--- config.mk ---
export PLATFORM = sky130hd
export DESIGN_NAME = byte_lane_insert
export DESIGN_NICKNAME = d
export VERILOG_FILES = /design/src/rtl/byte_lane_insert.sv
export SDC_FILE = /design/constraint.sdc
export NUM_CORES = 1
export LEC_CHECK = 0
export BUFFER_PORTS_ARGS = -buffer_cell sky130_fd_sc_hd__buf_2
export CAP_MARGIN = 10
export CORE_ASPECT_RATIO = 1.25
export CORE_MARGIN = 3
export CORE_UTILIZATION = 43
export CTS_BUF_LIST = sky130_fd_sc_hd__clkbuf_16
export DETAILED_ROUTE_END_ITERATION = 7
export PLACE_DENSITY = 0.88
export RECOVER_POWER = 50
export SLEW_MARGIN = 20
export SYNTH_ARGS = -nofsm -noshare
export SYNTH_HDL_FRONTEND = slang
export SYNTH_SLANG_ARGS = --single-unit
--- constraint.sdc ---
create_clock -name clk -period 2.28 [get_ports clk]
set_input_delay 0.456 -clock clk [delete_from_list [all_inputs] [get_ports clk]]
set_output_delay 0.456 -clock clk [all_outputs]
set_load 0.02 [all_outputs]
--- src/rtl/byte_lane_insert.sv ---
// byte_lane_insert: LLB/LHB byte-lane insert unit with one-deep write stage and self-forwarding
// Ports: clk, rst_n (sync, active-low); in_valid/in_ready/in_op/in_rd/in_imm instruction in;
//   rf_rd_reg/rf_rd_data register-file read; wr_en/wr_reg/wr_data/wr_ready write port handshake.
// Optional: BYTE_INSERT_STALL_CNT_EN adds stall_clr input and 16-bit saturating stall_cnt output.
module byte_lane_insert #(
  parameter int NREG = 16,
  parameter int ZERO_REG = 1,
  localparam int RW = $clog2(NREG)
) (
  input  logic          clk,
  input  logic          rst_n,
  input  logic          in_valid,
  output logic          in_ready,
  input  logic          in_op,
  input  logic [RW-1:0] in_rd,
  input  logic [7:0]    in_imm,
  output logic [RW-1:0] rf_rd_reg,
  input  logic [15:0]   rf_rd_data,
  output logic          wr_en,
  output logic [RW-1:0] wr_reg,
  output logic [15:0]   wr_data,
`ifdef BYTE_INSERT_STALL_CNT_EN
  input  logic          stall_clr,
  output logic [15:0]   stall_cnt,
`endif
  input  logic          wr_ready
);
  logic          wr_en_q, wr_en_d;
  logic [RW-1:0] wr_reg_q, wr_reg_d;
  logic [15:0]   wr_data_q, wr_data_d;
  logic [15:0]   old_val, merged;
  logic          accept, load;
  assign in_ready  = !wr_en_q || wr_ready;
  assign rf_rd_reg = in_rd;
  assign accept    = in_valid && in_ready;
  // R0 instructions are consumed but never reach the write stage
  assign load      = accept && !((ZERO_REG != 0) && (in_rd == '0));
  // the pending write lands in the register file at this edge, so it is newer than rf_rd_data
  assign old_val   = (wr_en_q && wr_reg_q == in_rd) ? wr_data_q : rf_rd_data;
  assign merged    = in_op ? {in_imm, old_val[7:0]} : {old_val[15:8], in_imm};
  always_comb begin
    wr_en_d   = load ? 1'b1 : (wr_ready ? 1'b0 : wr_en_q);
    wr_reg_d  = load ? in_rd : wr_reg_q;
    wr_data_d = load ? merged : wr_data_q;
  end
  always_ff @(posedge clk) begin
    if (!rst_n) begin
      wr_en_q   <= 1'b0;
      wr_reg_q  <= '0;
      wr_data_q <= '0;
    end else begin
      wr_en_q   <= wr_en_d;
      wr_reg_q  <= wr_reg_d;
      wr_data_q <= wr_data_d;
    end
  end
  assign wr_en   = wr_en_q;
  assign wr_reg  = wr_reg_q;
  assign wr_data = wr_data_q;
`ifdef BYTE_INSERT_STALL_CNT_EN
  logic [15:0] stall_cnt_q;
  always_ff @(posedge clk) begin
    if (!rst_n || stall_clr) stall_cnt_q <= '0;
    else if (wr_en_q && !wr_ready && stall_cnt_q != 16'hFFFF) stall_cnt_q <= stall_cnt_q + 16'd1;
  end
  assign stall_cnt = stall_cnt_q;
`endif
endmodule
==> results.json <==
{
  "start_util": 0.466,
  "syn_nets": 144,
  "p_int_uw": 715,
  "die_x_um": 50.5,
  "pwr_density_cell_nw_per_um2": 724,
  "sw_frac_of_total": 0.278,
  "worst_pin_slew_ns": 0.633,
  "first_pass_iters": 4,
  "p_leak_uw": 0.000601,
  "ff2ff_setup_slack_ns": 0.45,
  "min_to": "wr_en",
  "grt.overflow.total": 0,
  "hold_path_startpoint": "in_valid",
  "largest_reg_flops": 16,
  "multi_input_area_um2": 536,
  "cts.sinks": 21,
  "cts_hold_buf": 0,
  "root_buffer": "clkbuf_16",
  "grt_max_degree": 37,
  "crit_required_ns": 2.38,
  "final_common_cell": "buf_2",
  "arrival_ns": 1.93,
  "die_y_um": 61.6,
  "finalSetupViolCount": 0,
  "clkPwrFrac": 0.366,
  "postRouteAntennaNets": 0,
  "layout_worst_path_cycle_share": 0.803,
  "crit_path_start_kind": "input port",
  "ys_ff_latch": 21,
  "power_frac_comb": 0.212,
  "gp_congestion": 0.695,
  "cts_buffers": 3,
  "power_frac_seq": 0.422,
  "cts_resized": 0,
  "finClkSkew_ns": 0.00304,
  "seq_area_frac_synth": 0.395,
  "path_max_fanout": 16,
  "period_minus_slack_ns": 1.83,
  "antenna_found_initial": 0,
  "cts_max_level": 1,
  "coreArea_um2": 2280,
  "grtUsageTotal": 0.192,
  "critical_path.cell_chain": "clkbuf_1, and2b_1, nor4_1, nand3_1, a21oi_1, a311oi_1",
  "nFillCells": 219,
  "drive_gt1_frac": 0.255,
  "post-cts-setup-buffers": 0,
  "netlist_instances": 111,
  "clkTransAtPathRegs_ns": 0.06,
  "drv_cap": 0,
  "setup_tns_ns": 0,
  "path_class": "input port to flip-flop",
  "cts_tree": "done",
  "buffer_ports.inserted": 58,
  "dieArea_um2": 3110,
  "wl_per_cell_um": 14.9,
  "ios": 59,
  "switchingPower_uw": 275,
  "hpwlAfterDp_mm": 2.16,
  "worst_path_largest_cell_delay_ns": 0.46,
  "grt_setup_unrepaired": "no",
  "clk_latency_ns": 0.25,
  "status": "finished clean",
  "antennaDiodeCount": 0,
  "layout.nets": 195,
  "min_delay_path_depth": 3,
  "hold_viol_final": 0,
  "synth.distinct_cells": 20,
  "route.detailed.drc": 0,
  "hold_class": "input port to flip-flop",
  "cts_buffer_depth": 2,
  "ir_worst_vdd_mv": 0.418,
  "end_kind": "flip-flop",
  "placed_area_um2": 1320,
  "clock.fmax_mhz": 546,
  "crit_slowest_cell": "nand3_1",
  "vias": 1033,
  "rr_worst_depth": 5,
  "drt_iter0_markers": 44,
  "r2r_start": "wr_reg[3]",
  "area_growth_pct": 28.5,
  "netlist_area_um2": 1060,
  "r2r-end": "wr_data[8]",
  "drv_slew": 0,
  "viasPerCell": 5.38,
  "layout_common_cells": "buf_2 (35), clkbuf_1 (23), dfxtp_1 (21)",
  "syn_area_per_cell_um2": 9.58,
  "seq_area_um2": 420,
  "grt_pass1_vias": 958,
  "grt_first_pass_wirelength_mm": 4.40,
  "slew_headroom": 0.577,
  "stdcell_area_um2": 1370,
  "wl_mm": 2.86,
  "rows": 19,
  "yosys_warnings": 0
}
## cells by family (layout without fill, tap and decap cells)
family / Yosys count / count (layout) / synth area share
mux: 20 / 20 / 0.188
flops: 21 / 21 / 0.395
simple gates: 17 / 17 / 0.0859
compound gates: 34 / 34 / 0.221
xor+xnor: 1 / 1 / 0.00824
buf+inv: 18 / 68 / 0.101
## worst max path at each step
stage                     startpoint           to  slack [ns]
after floorplan             in_rd[3]  wr_data[10]        0.50
after global placement      in_rd[3]  wr_data[11]        0.33
after detailed placement    in_rd[3]  wr_data[11]        0.26
after CTS                  wr_reg[3]  wr_data[15]        0.45
after global routing       wr_reg[3]   wr_data[9]        0.23
final                       in_rd[3]   wr_data[8]        0.45
## synth_stat cells
| cell | count | area share |
|---|---|---|
| or4_1 | 1 | 0.0071 |
| a311oi_1 | 16 | 0.13 |
| nor4_1 | 2 | 0.012 |
| nand2b_1 | 2 | 0.012 |
| buf_6 | 3 | 0.032 |
| nand2_1 | 2 | 0.0071 |
| nand3_1 | 2 | 0.0094 |
| and3_1 | 1 | 0.0059 |
| nor2_1 | 4 | 0.014 |
| clkbuf_1 | 5 | 0.018 |
| dfxtp_1 | 21 | 0.40 |
| buf_4 | 4 | 0.028 |
| xnor2_1 | 1 | 0.0082 |
| nor2b_1 | 2 | 0.012 |
| a21oi_1 | 17 | 0.080 |
| and2b_1 | 1 | 0.0071 |
| a222oi_1 | 1 | 0.0094 |
| inv_1 | 4 | 0.014 |
| buf_2 | 2 | 0.0094 |
| mux2i_1 | 20 | 0.19 |
## area by class of cell
type	instances	area share
timing repair buffer	60	0.202
clock inverter	1	0.00366
inverter	4	0.0110
tap	31	0.0284
sequential	21	0.308
multi-input combinational	72	0.392
clock buffer	3	0.0549
## layer usage
| metal | routed length, µm | track usage | vias up | share of wire |
|---|---|---|---|---|
| met4 | 49 | 0.119 | 0 | 0.017 |
| met1 | 1200 | 0.242 | 471 | 0.42 |
| met2 | 1410 | 0.310 | 40 | 0.49 |
| met5 | 0 | 0 | - | 0 |
| li1 | - | - | 518 | - |
| met3 | 196 | 0.0291 | 4 | 0.069 |
## critical path, delay by kind of cell
| kind | cells | cell delay, ns |
|---|---|---|
| compound gates | 2 | 0.40 |
| simple gates | 3 | 0.92 |
| buf+inv | 1 | 0.16 |
## through the flow
stage	hold WS [ns]	total power [µW]	instances	util	setup slack, ns
after detailed placement	0.510	641	188	0.576	0.263
after global routing	0.476	1040	192	0.599	0.233
after floorplan	0.582	570	111	-	0.505
after global placement	0.504	635	188	0.576	0.334
after CTS	0.461	1010	192	0.611	0.454
final	0.467	990	192	0.599	0.449
## power groups by stage
stage | Combinational (µW) | Clock, µW | Sequential, µW
3_3_place_gp | 211 | 0 | 423
6_report | 210 | 362 | 418
3_5_place_dp | 217 | 0 | 424
4_1_cts | 218 | 371 | 417
5_1_grt | 230 | 386 | 421
2_1_floorplan | 110 | 0 | 460
No activity file was read; power rests on OpenSTA's default activity.
